File: src/rtl/qar_can_tx_if.sv
// Host/bus signal bundle for the CAN 2.0A frame transmitter.
// The host side drives frame requests and the sensed bus level; the transmitter drives the bus and status.
interface qar_can_tx_if;
  logic        start;
  logic        ready;
  logic [10:0] frame_id;
  logic        frame_rtr;
  logic [3:0]  frame_dlc;
  logic [63:0] frame_data;
  logic [15:0] bittime;
  logic        can_tx;
  logic        can_rx;
  logic        done;
  logic        arb_lost;
  logic        tx_err;

  modport master (
    output start, frame_id, frame_rtr, frame_dlc, frame_data, bittime, can_rx,
    input  ready, can_tx, done, arb_lost, tx_err
  );

  modport slave (
    input  start, frame_id, frame_rtr, frame_dlc, frame_data, bittime, can_rx,
    output ready, can_tx, done, arb_lost, tx_err
  );
endinterface

File: src/rtl/qar_can_tx.sv
// CAN 2.0A standard data/remote frame serialiser with bit stuffing, CRC-15,
// arbitration/bit-error/ACK monitoring and one-cycle outcome pulses.
module qar_can_tx #(
  parameter int CLK_HZ = 50_000_000
) (
  input  logic           clk,
  input  logic           rst,
  qar_can_tx_if.slave    bus
);
  typedef enum logic [2:0] {S_IDLE, S_ARB, S_CTRL, S_DATA, S_CRC, S_TRAIL} state_t;

  state_t      r_state, w_state_nxt, w_succ_state;
  logic [15:0] r_bt, r_cnt;
  logic [5:0]  r_idx, w_succ_idx;
  logic [10:0] r_id;
  logic        r_rtr;
  logic [3:0]  r_dlc, r_nbytes;
  logic [63:0] r_data;
  logic [14:0] r_crc, w_crc_upd;
  logic        r_can_tx, r_run_bit;
  logic [2:0]  r_run_len;
  logic        r_done, r_arb_lost, r_tx_err;
  logic        w_start, w_bit_end, w_sample, w_stuff_now, w_last_data;
  logic        w_raw, w_mis, w_arb, w_err, w_abort, w_crc_in;
  logic [3:0]  w_id_sel;
  logic [2:0]  w_dlc_sel;

  assign bus.ready    = (r_state == S_IDLE);
  assign bus.can_tx   = r_can_tx;
  assign bus.done     = r_done;
  assign bus.arb_lost = r_arb_lost;
  assign bus.tx_err   = r_tx_err;

  assign w_start     = bus.start && (r_state == S_IDLE);
  assign w_bit_end   = (r_cnt == r_bt);
  assign w_sample    = (r_cnt == {1'b0, r_bt[15:1]});
  assign w_last_data = (r_idx == {r_nbytes[2:0] - 3'd1, 3'b111});
  // Five equal bits already on the wire inside the stuffed region force a complement bit next.
  assign w_stuff_now = (r_run_len == 3'd5) &&
                       (r_state inside {S_ARB, S_CTRL, S_DATA, S_CRC});
  assign w_id_sel    = 4'd11 - w_succ_idx[3:0];
  assign w_dlc_sel   = 3'd5 - w_succ_idx[2:0];
  assign w_crc_in    = w_raw ^ r_crc[14];
  assign w_crc_upd   = {r_crc[13:0], 1'b0} ^ (w_crc_in ? 15'h4599 : 15'h0000);

  // Raw-bit successor of the current position; stuff bits keep the index of the bit they follow.
  always_comb begin
    w_succ_state = r_state;
    w_succ_idx   = r_idx + 6'd1;
    case (r_state)
      S_ARB:   if (r_idx == 6'd12) begin w_succ_state = S_CTRL; w_succ_idx = '0; end
      S_CTRL:  if (r_idx == 6'd5) begin
                 w_succ_state = (r_nbytes == 4'd0) ? S_CRC : S_DATA;
                 w_succ_idx   = '0;
               end
      S_DATA:  if (w_last_data) begin w_succ_state = S_CRC; w_succ_idx = '0; end
      S_CRC:   if (r_idx == 6'd14) begin w_succ_state = S_TRAIL; w_succ_idx = '0; end
      S_TRAIL: if (r_idx == 6'd12) begin w_succ_state = S_IDLE; w_succ_idx = '0; end
      default: ;
    endcase
  end

  always_comb begin
    w_raw = 1'b1;
    case (w_succ_state)
      S_ARB:   w_raw = (w_succ_idx == 6'd12) ? r_rtr : r_id[w_id_sel];
      S_CTRL:  w_raw = (w_succ_idx < 6'd2) ? 1'b0 : r_dlc[w_dlc_sel[1:0]];
      S_DATA:  w_raw = r_data[{w_succ_idx[5:3], ~w_succ_idx[2:0]}];
      S_CRC:   w_raw = r_crc[14];
      default: w_raw = 1'b1;
    endcase
  end

  // Bus monitor at the sample point: recessive overwritten in ID/RTR is lost arbitration.
  always_comb begin
    w_mis = (bus.can_rx != r_can_tx);
    w_arb = 1'b0;
    w_err = 1'b0;
    case (r_state)
      S_ARB: begin
        if (r_idx == 6'd0) w_err = w_mis;
        else begin
          w_arb = w_mis &  r_can_tx;
          w_err = w_mis & ~r_can_tx;
        end
      end
      S_CTRL, S_DATA, S_CRC: w_err = w_mis;
      S_TRAIL: begin
        if (r_idx == 6'd1)      w_err = bus.can_rx;
        else if (r_idx < 6'd10) w_err = w_mis;
      end
      default: ;
    endcase
    w_arb   = w_arb & w_sample;
    w_err   = w_err & w_sample;
    w_abort = w_arb | w_err;
  end

  always_comb begin
    w_state_nxt = r_state;
    case (r_state)
      S_IDLE:  if (w_start) w_state_nxt = S_ARB;
      default: begin
        if (w_abort)                       w_state_nxt = S_IDLE;
        else if (w_bit_end && !w_stuff_now) w_state_nxt = w_succ_state;
      end
    endcase
  end

  always_ff @(posedge clk or posedge rst) begin
    if (rst) r_state <= S_IDLE;
    else     r_state <= w_state_nxt;
  end

  always_ff @(posedge clk or posedge rst) begin
    if (rst) begin
      r_bt       <= 16'd2;
      r_cnt      <= '0;
      r_idx      <= '0;
      r_id       <= '0;
      r_rtr      <= 1'b0;
      r_dlc      <= '0;
      r_nbytes   <= '0;
      r_data     <= '0;
      r_crc      <= '0;
      r_can_tx   <= 1'b1;
      r_run_bit  <= 1'b1;
      r_run_len  <= 3'd1;
      r_done     <= 1'b0;
      r_arb_lost <= 1'b0;
      r_tx_err   <= 1'b0;
    end else begin
      r_done     <= 1'b0;
      r_arb_lost <= 1'b0;
      r_tx_err   <= 1'b0;
      if (w_start) begin
        r_id      <= bus.frame_id;
        r_rtr     <= bus.frame_rtr;
        r_dlc     <= bus.frame_dlc;
        r_data    <= bus.frame_data;
        r_nbytes  <= bus.frame_rtr ? 4'd0 : (bus.frame_dlc[3] ? 4'd8 : bus.frame_dlc);
        r_bt      <= (bus.bittime < 16'd2) ? 16'd2 : bus.bittime;
        r_cnt     <= '0;
        r_idx     <= '0;
        r_crc     <= '0;  // SOF (0) into a zero CRC leaves it zero
        r_can_tx  <= 1'b0;
        r_run_bit <= 1'b0;
        r_run_len <= 3'd1;
      end else if (r_state != S_IDLE) begin
        if (w_abort) begin
          r_can_tx   <= 1'b1;
          r_arb_lost <= w_arb;
          r_tx_err   <= w_err;
        end else if (w_bit_end) begin
          r_cnt <= '0;
          if (w_stuff_now) begin
            r_can_tx  <= ~r_run_bit;
            r_run_bit <= ~r_run_bit;
            r_run_len <= 3'd1;
          end else if (w_succ_state == S_IDLE) begin
            r_can_tx <= 1'b1;
            r_done   <= 1'b1;
          end else begin
            r_idx     <= w_succ_idx;
            r_can_tx  <= w_raw;
            r_run_bit <= w_raw;
            r_run_len <= (w_raw == r_run_bit) ? r_run_len + 3'd1 : 3'd1;
            if (w_succ_state inside {S_ARB, S_CTRL, S_DATA}) r_crc <= w_crc_upd;
            else if (w_succ_state == S_CRC)                  r_crc <= {r_crc[13:0], 1'b0};
          end
        end else begin
          r_cnt <= r_cnt + 16'd1;
        end
      end
    end
  end
endmodule

File: src/flat_wrapper.sv
// flat-port wrapper written by rule: the top's interface ports become plain ports
module qar_can_tx_flat 
#(
  parameter int CLK_HZ = 50_000_000
)
  (clk, rst, bus_start, bus_frame_id, bus_frame_rtr, bus_frame_dlc, bus_frame_data, bus_bittime, bus_can_rx, bus_ready, bus_can_tx, bus_done, bus_arb_lost, bus_tx_err);
  qar_can_tx_if bus_i ();
  input  logic clk;
  input  logic rst;
  input wire logic [$bits(bus_i.start)-1:0] bus_start;
  input wire logic [$bits(bus_i.frame_id)-1:0] bus_frame_id;
  input wire logic [$bits(bus_i.frame_rtr)-1:0] bus_frame_rtr;
  input wire logic [$bits(bus_i.frame_dlc)-1:0] bus_frame_dlc;
  input wire logic [$bits(bus_i.frame_data)-1:0] bus_frame_data;
  input wire logic [$bits(bus_i.bittime)-1:0] bus_bittime;
  input wire logic [$bits(bus_i.can_rx)-1:0] bus_can_rx;
  output wire logic [$bits(bus_i.ready)-1:0] bus_ready;
  output wire logic [$bits(bus_i.can_tx)-1:0] bus_can_tx;
  output wire logic [$bits(bus_i.done)-1:0] bus_done;
  output wire logic [$bits(bus_i.arb_lost)-1:0] bus_arb_lost;
  output wire logic [$bits(bus_i.tx_err)-1:0] bus_tx_err;
  assign bus_i.start = bus_start;
  assign bus_i.frame_id = bus_frame_id;
  assign bus_i.frame_rtr = bus_frame_rtr;
  assign bus_i.frame_dlc = bus_frame_dlc;
  assign bus_i.frame_data = bus_frame_data;
  assign bus_i.bittime = bus_bittime;
  assign bus_i.can_rx = bus_can_rx;
  assign bus_ready = bus_i.ready;
  assign bus_can_tx = bus_i.can_tx;
  assign bus_done = bus_i.done;
  assign bus_arb_lost = bus_i.arb_lost;
  assign bus_tx_err = bus_i.tx_err;
  qar_can_tx #(.CLK_HZ(CLK_HZ)) u_core (.clk(clk), .rst(rst), .bus(bus_i));
endmodule
File: config.mk
export PLATFORM = sky130hd
export DESIGN_NAME = qar_can_tx_flat
export DESIGN_NICKNAME = d
export VERILOG_FILES = /design/src/rtl/qar_can_tx_if.sv /design/src/rtl/qar_can_tx.sv /design/src/flat_wrapper.sv
export SDC_FILE = /design/constraint.sdc
export NUM_CORES = 1
export LEC_CHECK = 0
export BUFFER_PORTS_ARGS = -buffer_cell sky130_fd_sc_hd__buf_4
export CAP_MARGIN = 20
export CORE_MARGIN = 1.5
export CORE_UTILIZATION = 24
export CTS_CLUSTER_SIZE = 24
export DETAILED_ROUTE_END_ITERATION = 8
export GPL_TIMING_DRIVEN = 0
export PLACE_DENSITY_LB_ADDON = 0.3
export SLEW_MARGIN = 5
export SYNTH_ARGS = -nofsm -noshare
export SYNTH_HDL_FRONTEND = slang
export SYNTH_SLANG_ARGS = --single-unit
File: constraint.sdc
create_clock -name clk -period 6.5 [get_ports clk]
set_input_delay 0.65 -clock clk [delete_from_list [all_inputs] [get_ports clk]]
set_output_delay 0.65 -clock clk [all_outputs]
set_load 0.02 [all_outputs]
==> results of run 1 <==
==> flip-flops by register name, indices dropped and copies added (netlist names), 3 cells and up <==
register,flops
u_core.r_data,64
u_core.r_idx,6
u_core.r_crc,15
u_core.r_dlc,4
u_core.r_id,11
u_core.r_bt,16
u_core.r_nbytes,4
u_core.r_state,3
u_core.r_run_len,3
u_core.r_cnt,16
==> synth_stat cells, types with 13 or more instances <==
library cell	instances	area [um^2]
xor2_1	38	333
nor2_1	47	176
nand4_1	15	93.8
ha_1	13	163
nand2_1	333	1250
nand3_1	28	140
mux2i_1	23	230
inv_1	22	82.6
a21oi_1	28	140
o21ai_0	51	255
dfrtp_1	144	3600
clkbuf_1	47	176
==> power by group through the flow <==
stage	combinational (W)	clock, W	sequential (W)
2_1_floorplan	0.0000164	0	0.000938
4_1_cts	0.0000774	0.000959	0.000921
3_3_place_gp	0.0000737	0	0.000939
5_1_grt	0.0000829	0.000998	0.000921
6_report	0.0000743	0.000943	0.000921
3_5_place_dp	0.0000769	0	0.000938
==> metrics by stage <==
step	hold WS, ps	utilization, %	instance area [um^2]	instances	setup WS (ps)
finish	231	30.2	10200	1560	1620
detailed placement	455	28.6	9670	1528	1690
global route	275	30.2	10200	1560	1330
CTS	263	30.2	10200	1560	1620
global placement	451	28.5	9630	1527	-146
floorplan	437	-	8290	975	1880
==> worst max-delay path by stage <==
stage,from,endpoint,slack (ps),cells after the start
after floorplan,rst,u_core.bus.arb_lost,1880,1
after global placement,rst,u_core.r_bt[11],-150,2
after detailed placement,u_core.r_idx[0],u_core.r_crc[7],1690,19
after CTS,u_core.r_idx[0],u_core.r_crc[7],1620,19
after global routing,u_core.r_idx[0],u_core.r_crc[10],1330,19
final,u_core.r_idx[0],u_core.r_crc[10],1620,19
==> per-layer routing <==
metal  global-route usage [%]  part of all wire (%)  vias up
met2                     22.9                    47      145
li1                         -                     -     3559
met5                        0                     0        -
met1                     18.8                    48     3429
met3                     2.01                   3.0       37
met4                     5.13                   2.8        0
==> cell type report <==
| cell class | instances | share of cell area, % |
|---|---|---|
| inverter | 24 | 0.955 |
| buffer | 62 | 2.61 |
| tap | 448 | 5.49 |
| clock inverter | 12 | 1.04 |
| sequential | 148 | 36.3 |
| timing repair buffer | 105 | 7.91 |
| clock buffer | 20 | 4.37 |
| multi-input combinational | 741 | 41.3 |
==> kinds of logic (layout without fill, tap and decap cells) <==
group / after synthesis / in the layout / synth area share, %
adders and majority gates: 13 / 13 / 1.96
AOI/OAI and AO/OA: 151 / 151 / 12.8
and+or+nand+nor: 497 / 497 / 26.6
xor gates and xnor gates: 50 / 50 / 5.46
DFF: 148 / 148 / 44.7
buffers and inverters: 86 / 223 / 4.30
muxes: 30 / 30 / 4.14
==> summary.md, run 1 <==
| Metric | Value |
|---|---|
| First-pass GRT wire length | `between 30000 and 40000 um` |
| Via count | `~7200` |
| R2R cell count | `19` |
| GRT Util Overall | `roughly 14%` |
| Net Sw Frac | `a little under a quarter` |
| Pre-antenna DRT Iters | `5` |
| Top FF cell, synth | `dfrtp_1` |
| DR WL/cell | `approximately 16 um` |
| Fin crit period | `slightly below 5000 ps` |
| IO Count | `about 110` |
| PD cells | `190 nW/um^2` |
| Fmax | `slightly above 200 MHz` |
| Clock sink count | `roughly 150` |
| Most frequent cells in the layout | `333 x nand2_1, 144 x dfrtp_1, 105 x buf_4` |
| WP data arrival | `~5200 ps` |
| CTS Hold Bufs | `0` |
| Root Buffer | `clkbuf_16` |
| Setup slack, reg-to-reg | `1620 ps` |
| Sequential Power Share | `between 40% and 50%` |
| Multi-input gate area | `4220 um^2` |
| Final setup violation count | `0` |
| Die height | `189 um` |
| Gp weighted congestion | `around 0.84` |
| Final worst-path cycle share | `75.0%` |
| Initial core utilization | `between 20 and 25%` |
| Die Span X | `roughly 190 um` |
| Clk Latency, worst-skew pair | `~430 ps` |
| Clock network power share | `between 40% and 50%` |
| Fillers | `3609` |
| Maxcap violations | `0` |
| CP max FO | `11` |
| Nets | `about 1200` |
| Gr ovfl total | `0` |
| Initial antenna violation count | `0` |
| Post-synth design cell area | `8290 um^2` |
| Status | `finished clean` |
| Largest net degree at the start of global routing | `90` |
| CTS Buffer Depth | `2` |
| Source of the worst register-to-register timing path | `u_core.r_idx[0]` |
| Crit path launch type | `flop` |
| Internal power | `roughly 0.0015 W` |
| CTS resizes | `0` |
| IO Port Bufs | `104` |
| Reg area | `between 3000 and 4000 um^2` |
| CTS H-Tree Depth | `4` |
| Antenna viol nets, final | `0` |
| CTS Buf Count | `17` |
| Buf/Inv on CP | `6` |
| Post-synthesis register bit count | `approximately 150` |
| CTS tree | `yes` |
| Reg-to-reg endpoint | `u_core.r_crc[10]` |
| Syn nets | `~1100` |
| Commonest non-fill, non-tap cell in the layout | `nand2_1` |
| Drt total wl | `approximately 25000 um` |
| N_diodes | `0` |
| Worst slew pin tran | `around 940 ps` |
| Final Total Pwr | `0.00194 W` |
| Setup Fix Bufs, Post-CTS | `0` |
| Post-DP HPWL | `~18000 um` |
| Syn Inst Count | `~1000` |
| DRT iter0 DRCs | `between 300 and 400` |
| Die Footprint | `around 36000 um^2` |
| Max incr delay on CP | `~420 ps` |
| Min-Delay Path Class | `in -> async` |
| CP top delay family | `buffers and inverters` |
| Max-slew headroom | `between 30% and 40%` |
| Worst vdd ir | `roughly 0.15 mV` |
| Vias per cell | `4.60` |
| Setup TNS | `0 ps` |
| # rows | `67` |
| Syn_area_per_cell | `8.50 um^2` |
| Reg clk slew, reported paths | `60 ps` |
| Post-synth EDFFs | `0` |
| Comb power frac | `between 3 and 4%` |
| Core Area | `33800 um^2` |
| Post-synth cell types | `87` |
| Number of global-route vias before repair | `just over 7000` |
| Layout cells sized above 1 | `roughly 16%` |
| Sequential-to-total area share from yosys stat | `between 40% and 50%` |
| Worst setup EP type | `flop` |
| Req. time, crit path | `about 7000 ps` |
| Crit-path cells | `clkbuf_1 -> inv_2 -> ha_1 -> nand2_1 -> a2111o_1 -> and2_1 -> buf_6 -> buf_6 -> buf_2 -> ha_1 -> o221ai_1 -> and3_1 -> a211o_1 -> o211ai_1 -> a31oi_4 -> xnor2_1 -> buf_2 -> or3_1 -> a31oi_1` |
| Async SR Flop Fraction | `between 90% and 100%` |
| Worst Skew | `a little under 10 ps` |
| Syn-to-layout area delta | `23.3%` |
| Synth warnings | `0` |
| Sw power | `roughly 0.00044 W` |
| LEAKAGE | `approximately 5.0 nW` |
| RSZ-0062 raised after global routing | `no` |
| Crit path kind | `reg -> reg` |
| DRC viols | `0` |
| Fin. max-slew vios | `0` |
| Final hold vios | `0` |
| CP max-delay cell | `clkbuf_1` |
Power figures use the tool's default switching activity.
==> run 2, diff against run 1 <==
- clock period: 6.5 -> 5 ns (I/O delays scaled with it)
==> summary.md, run 2 (same netlist as run 1, synthesis figures left out) <==
| Metric | Value |
|---|---|
| Status | `finished clean (unchanged)` |
| Most frequent cells in the layout | `333 x nand2_1, 144 x dfrtp_1, 105 x buf_4 (unchanged)` |
| DR WL/cell | `15.8 um (about the same)` |
| N_diodes | `0 (unchanged)` |
| CTS tree | `yes (unchanged)` |
| DRC viols | `0 (unchanged)` |
| IO Count | `105 (unchanged)` |
| Nets | `1212 (unchanged)` |
| Drt total wl | `24700 um (about the same)` |
| Fin crit period | `4660 ps (was 4880 ps)` |
| Top reg by flops | `u_core.r_data (unchanged)` |
| IO Port Bufs | `104 (unchanged)` |
| Max-slew headroom | `37.7% (was 37.4%)` |
| Worst Skew | `8.05 ps (was 9.86 ps)` |
| Gp weighted congestion | `0.839 (unchanged)` |
| Initial core utilization | `24.5% (unchanged)` |
| Worst vdd ir | `0.199 mV (was 0.154 mV)` |
| Crit-path cells | `clkbuf_2 -> inv_4 -> ha_1 -> nand2_1 -> a2111o_1 -> and2_1 -> buf_6 -> buf_6 -> buf_2 -> ha_1 -> and3_1 -> a211o_1 -> o211ai_1 -> a31oi_4 -> xnor2_1 -> buf_2 -> or3_1 -> a31oi_1 (was clkbuf_1 -> inv_2 -> ha_1 -> nand2_1 -> a2111o_1 -> and2_1 -> buf_6 -> buf_6 -> buf_2 -> ha_1 -> o221ai_1 -> and3_1 -> a211o_1 -> o211ai_1 -> a31oi_4 -> xnor2_1 -> buf_2 -> or3_1 -> a31oi_1)` |
| CTS Buf Count | `17 (unchanged)` |
| CP max FO | `11 (unchanged)` |
| Min-Delay Path Class | `in -> async (unchanged)` |
| Max incr delay on CP | `500 ps (was 420 ps)` |
| Final hold vios | `0 (unchanged)` |
| Die Span X | `189 um (unchanged)` |
| CTS H-Tree Depth | `4 (unchanged)` |
| Max reg flops | `64 (unchanged)` |
| Vias per cell | `4.61 (was 4.60)` |
| Dpl ws | `188 ps (was 1690 ps)` |
| CP top delay family | `compound AO/OA/AOI/OAI gates (was buffers and inverters)` |
| Pre-antenna DRT Iters | `9 (was 5)` |
| First-pass GRT wire length | `39500 um (unchanged)` |
| Worst slew pin tran | `934 ps (was 939 ps)` |
| LEAKAGE | `5.00 nW (was 4.99 nW)` |
| Setup Fix Bufs, Post-CTS | `0 (unchanged)` |
| Gr ovfl total | `0 (unchanged)` |
| Root Buffer | `clkbuf_16 (unchanged)` |
| GRT Util Overall | `14.0% (unchanged)` |
| Via count | `7184 (was 7170)` |
| RSZ-0062 raised after global routing | `no (unchanged)` |
| Maxcap violations | `0 (unchanged)` |
| CP max-delay cell | `a2111o_1 (was clkbuf_1)` |
| DRT iter0 DRCs | `413 (was 355)` |
| Antenna viol nets, final | `0 (unchanged)` |
| Final setup violation count | `0 (unchanged)` |
| PD cells | `247 nW/um^2 (was 190 nW/um^2)` |
| Crit path kind | `reg -> reg (unchanged)` |
| Initial antenna violation count | `0 (unchanged)` |
| Die height | `189 um (unchanged)` |
| Fin worst setup slack | `340 ps (was 1620 ps)` |
| Clock sink count | `148 (unchanged)` |
| Commonest non-fill, non-tap cell in the layout | `nand2_1 (unchanged)` |
| Post-DP HPWL | `18300 um (unchanged)` |
| Number of global-route vias before repair | `7169 (unchanged)` |
| Clk Latency, worst-skew pair | `430 ps (about the same)` |
| WP data arrival | `5000 ps (was 5220 ps)` |
| Fmax | `215 MHz (was 205 MHz)` |
| Setup slack, reg-to-reg | `340 ps (was 1620 ps)` |
| Syn-to-layout area delta | `23.3% (about the same)` |
| Req. time, crit path | `5340 ps (was 6850 ps)` |
| Biggest registers after layout | `u_core.r_data (64), u_core.r_bt (16), u_core.r_cnt (16) (unchanged)` |
| # rows | `67 (unchanged)` |
| CTS Buffer Depth | `2 (unchanged)` |
| Worst setup EP type | `flop (unchanged)` |
| Crit path launch type | `flop (unchanged)` |
| Final worst-path cycle share | `93.2% (was 75.0%)` |
| Buf/Inv on CP | `6 (unchanged)` |
| Layout cells sized above 1 | `16.3% (was 16.2%)` |
| Final Total Pwr | `0.00252 W (was 0.00194 W)` |
| CTS Hold Bufs | `0 (unchanged)` |
| Fin. max-slew vios | `0 (unchanged)` |
| Reg clk slew, reported paths | `60 ps (about the same)` |
| Largest net degree at the start of global routing | `90 (unchanged)` |
| Core Area | `33800 um^2 (unchanged)` |
| Die Footprint | `35700 um^2 (unchanged)` |
==> run 2: what timing repair did <==
| item | 4_1_cts | 5_1_grt |
|---|---|---|
| gates resized for setup | 0 | 4 |
| setup endpoints to repair | 0 | 8 |
| endpoints found under the hold margin | 0 | 0 |
==> run 2: power by group <==
part	leakage, nW	total (W)	internal [W]	switching (W)
Sequential	2.00	0.00120	0.00120	0
Clock	0.263	0.00123	0.000698	0.000531
Combinational	2.74	0.0000967	0.0000538	0.0000429
==> run 2: stage by stage <==
step / cells / setup TNS (ps) / area, um^2 / util (%) / hold slack (ps)
3_5_place_dp: 1528 / 0 / 9670 / 28.6 / 455
3_3_place_gp: 1527 / -213920 / 9630 / 28.5 / 451
2_1_floorplan: 975 / 0 / 8290 / - / 437
4_1_cts: 1560 / 0 / 10200 / 30.2 / 113
6_report: 1560 / 0 / 10200 / 30.3 / 81.9
5_1_grt: 1560 / 0 / 10200 / 30.3 / 125
==> run 2: routing by layer <==
layer / GRT usage (%) / share of wire, % / wire length [um] / vias up
li1: - / - / - / 3559
met1: 18.8 / 48 / 11800 / 3440
met2: 22.9 / 47 / 11500 / 146
met3: 2.01 / 2.8 / 698 / 39
met4: 5.13 / 2.7 / 669 / 0
met5: 0 / 0 / 0 / -
==> run 2: cell type report <==
class | instances | area, um^2
timing repair buffer | 105 | 808
clock buffer | 20 | 447
sequential | 148 | 3710
multi-input combinational | 741 | 4220
buffer | 62 | 268
inverter | 24 | 100
tap | 448 | 561
fill | 3611 | 23600
clock inverter | 12 | 106
==> run 2: final timing paths <==
path                                         start                end  cells past startpoint
worst max register to register     u_core.r_idx[0]   u_core.r_crc[10]                     18
worst min-delay path                           rst  u_core.r_data[60]                      2
worst max-delay path               u_core.r_idx[0]   u_core.r_crc[10]                     18
worst min register to register   u_core.r_data[12]  u_core.r_data[12]                      2
min in group clk                bus_frame_data[44]  u_core.r_data[44]                      3
max in group asynchronous                      rst     u_core.r_id[2]                      3
==> run 3, diff against run 2 <==
- REMOVE_ABC_BUFFERS: not set -> 1
==> summary.md, run 3 (same netlist as run 1, synthesis figures left out) <==
| Metric | Value |
|---|---|
| Top sig layer | `met4 (unchanged)` |
| Clk Latency, worst-skew pair | `440 ps (was 430 ps)` |
| LEAKAGE | `4.98 nW (was 5.00 nW)` |
| Worst slew pin tran | `999 ps (was 934 ps)` |
| Final setup violation count | `0 (unchanged)` |
| Die Footprint | `35700 um^2 (unchanged)` |
| Pre-antenna DRT Iters | `4 (was 9)` |
| Status | `finished clean (unchanged)` |
| DR WL/cell | `14.9 um (was 15.8 um)` |
| PD cells | `267 nW/um^2 (was 247 nW/um^2)` |
| CTS Hold Bufs | `0 (unchanged)` |
| Commonest non-fill, non-tap cell in the layout | `nand2_1 (unchanged)` |
| Biggest registers after layout | `u_core.r_data (64), u_core.r_bt (16), u_core.r_cnt (16) (unchanged)` |
| Dpl ws | `44.9 ps (was 188 ps)` |
| Gr ovfl total | `0 (unchanged)` |
| DRT iter0 DRCs | `267 (was 413)` |
| Fin crit period | `4590 ps (was 4660 ps)` |
| Final worst-path cycle share | `91.8% (was 93.2%)` |
| Initial core utilization | `24.5% (unchanged)` |
| IO Port Bufs | `104 (unchanged)` |
| First-pass GRT wire length | `36500 um (was 39500 um)` |
| Final Instance Count excl. Fillers | `1503 (was 1560)` |
| Die height | `189 um (unchanged)` |
| Reg clk slew, reported paths | `70 ps (was 60 ps)` |
| Met2 WL | `10300 um (was 11500 um)` |
| Max reg flops | `64 (unchanged)` |
| Number of global-route vias before repair | `6799 (was 7169)` |
| Worst Skew | `16.8 ps (was 8.05 ps)` |
| N_diodes | `0 (unchanged)` |
| Root Buffer | `clkbuf_16 (unchanged)` |
| Die Span X | `189 um (unchanged)` |
| Comb power frac | `3.5% (was 3.8%)` |
| GRT Util Overall | `12.9% (was 14.0%)` |
| Clock sink count | `148 (unchanged)` |
| Post-DP HPWL | `15200 um (was 18300 um)` |
| Req. time, crit path | `5350 ps (was 5340 ps)` |
| Setup TNS | `0 ps (unchanged)` |
| Sw power | `0.000606 W (was 0.000573 W)` |
| Gp weighted congestion | `0.784 (was 0.839)` |
| Final hold vios | `0 (unchanged)` |
| Layout cells sized above 1 | `17.2% (was 16.3%)` |
| Setup Fix Bufs, Post-CTS | `0 (unchanged)` |
| Placed insts | `1471 (was 1528)` |
| Top reg by flops | `u_core.r_data (unchanged)` |
| Syn-to-layout area delta | `22.8% (was 23.3%)` |
| Vias per cell | `4.52 (was 4.61)` |
| CTS tree | `yes (unchanged)` |
| CTS H-Tree Depth | `4 (unchanged)` |
| Nets | `1155 (was 1212)` |
| Via count | `6795 (was 7184)` |
| WP data arrival | `4940 ps (was 5000 ps)` |
| Worst setup EP type | `flop (unchanged)` |
| Min-Delay Path Class | `in -> async (unchanged)` |
| Fin worst setup slack | `410 ps (was 340 ps)` |
| Core Area | `33800 um^2 (unchanged)` |
| Fmax | `218 MHz (was 215 MHz)` |
| Most frequent cells in the layout | `332 x nand2_1, 143 x dfrtp_1, 104 x buf_4 (was 333 x nand2_1, 144 x dfrtp_1, 105 x buf_4)` |
| DRC viols | `0 (unchanged)` |
| Max-slew headroom | `33.4% (was 37.7%)` |
| Maxcap violations | `0 (unchanged)` |
| CTS Buf Count | `17 (unchanged)` |
| Antenna viol nets, final | `0 (unchanged)` |
| Drt total wl | `22300 um (was 24700 um)` |
| Crit path launch type | `flop (unchanged)` |
| Fillers | `3603 (was 3611)` |
| CTS resizes | `1 (was 0)` |
| Clock network power share | `52.4% (was 48.7%)` |
| Net Sw Frac | `22.3% (was 22.7%)` |
| CTS Buffer Depth | `2 (unchanged)` |
| # rows | `67 (unchanged)` |
| Fin. max-slew vios | `0 (unchanged)` |
| Internal power | `0.00211 W (was 0.00195 W)` |
| IO Count | `105 (unchanged)` |
| Initial antenna violation count | `0 (unchanged)` |
| RSZ-0062 raised after global routing | `no (unchanged)` |
| Worst vdd ir | `0.181 mV (was 0.199 mV)` |
| Crit path kind | `reg -> reg (unchanged)` |
| Sequential Power Share | `44.1% (was 47.5%)` |
| Metal-1 WL | `10900 um (was 11800 um)` |
| CP max FO | `17 (was 11)` |
| Largest net degree at the start of global routing | `80 (was 90)` |
| Final Total Pwr | `0.00272 W (was 0.00252 W)` |
| Wire length on met3 | `795 um (was 698 um)` |
-- run 3: cell count changes in the layout (fill, tap and decap cells not counted), moves of 2 or more --
cell       change
buf_1          -5
buf_12         +2
buf_16         +2
buf_2          -5
buf_6          -3
bufinv_16      +3
clkbuf_1      -47
clkbuf_2       -2
clkinv_2       -4
-- run 3: metal layers --
metal | track usage (%) | up-vias
met5 | 0 | -
met4 | 3.30 | 0
met3 | 2.31 | 21
met2 | 20.7 | 132
met1 | 17.8 | 3199
li1 | - | 3443
-- run 3: through the flow --
stage	cell area [um^2]	hold slack [ps]	utilization (%)
2_1_floorplan	8020	437	-
3_3_place_gp	9360	453	27.7
3_5_place_dp	9530	456	28.2
4_1_cts	10200	133	30.1
5_1_grt	10200	139	30.1
6_report	10200	103	30.1
-- run 3: worst paths after layout --
check	from	end	slack (ps)	cells past startpoint
max	u_core.r_idx[0]	u_core.r_crc[3]	410	13
min	rst	u_core.r_data[0]	100	2
max reg2reg	u_core.r_idx[0]	u_core.r_crc[3]	410	13
min reg2reg	u_core.r_data[24]	u_core.r_data[24]	470	2
max in group asynchronous	rst	u_core.r_bt[1]	4090	3
min in group clk	bus_frame_data[28]	u_core.r_data[28]	250	3
-- run 3: critical path: stages (launching register included) --
cell and delay (ps):
dfrtp_2 560, buf_16 220, ha_1 230, nor4b_2 200
a41o_2 350, o32ai_4 810, mux2_4 370, a2111oi_2 350
o41ai_1 120, o2bb2ai_1 210, a31oi_4 380, xnor2_2 200
or3_1 340, a31oi_1 170
-- run 3: power groups by stage --
stage / combinational (W) / clock (W) / sequential [W]
6_report: 0.0000954 / 0.00142 / 0.00120
5_1_grt: 0.000107 / 0.00151 / 0.00120
4_1_cts: 0.0000991 / 0.00145 / 0.00120
3_5_place_dp: 0.0000987 / 0 / 0.00122
3_3_place_gp: 0.0000943 / 0 / 0.00122
2_1_floorplan: 0.0000213 / 0 / 0.00122
-- run 3: cell type report --
type	count	area, um^2	area share [%]
well taps	448	561	5.51
inverters	24	97.6	0.959
flip-flops and latches	148	3710	36.4
multi-input cells	741	4260	41.8
clock inverters	13	196	1.93
clock buffers	19	443	4.35
repair buffers	110	918	9.02
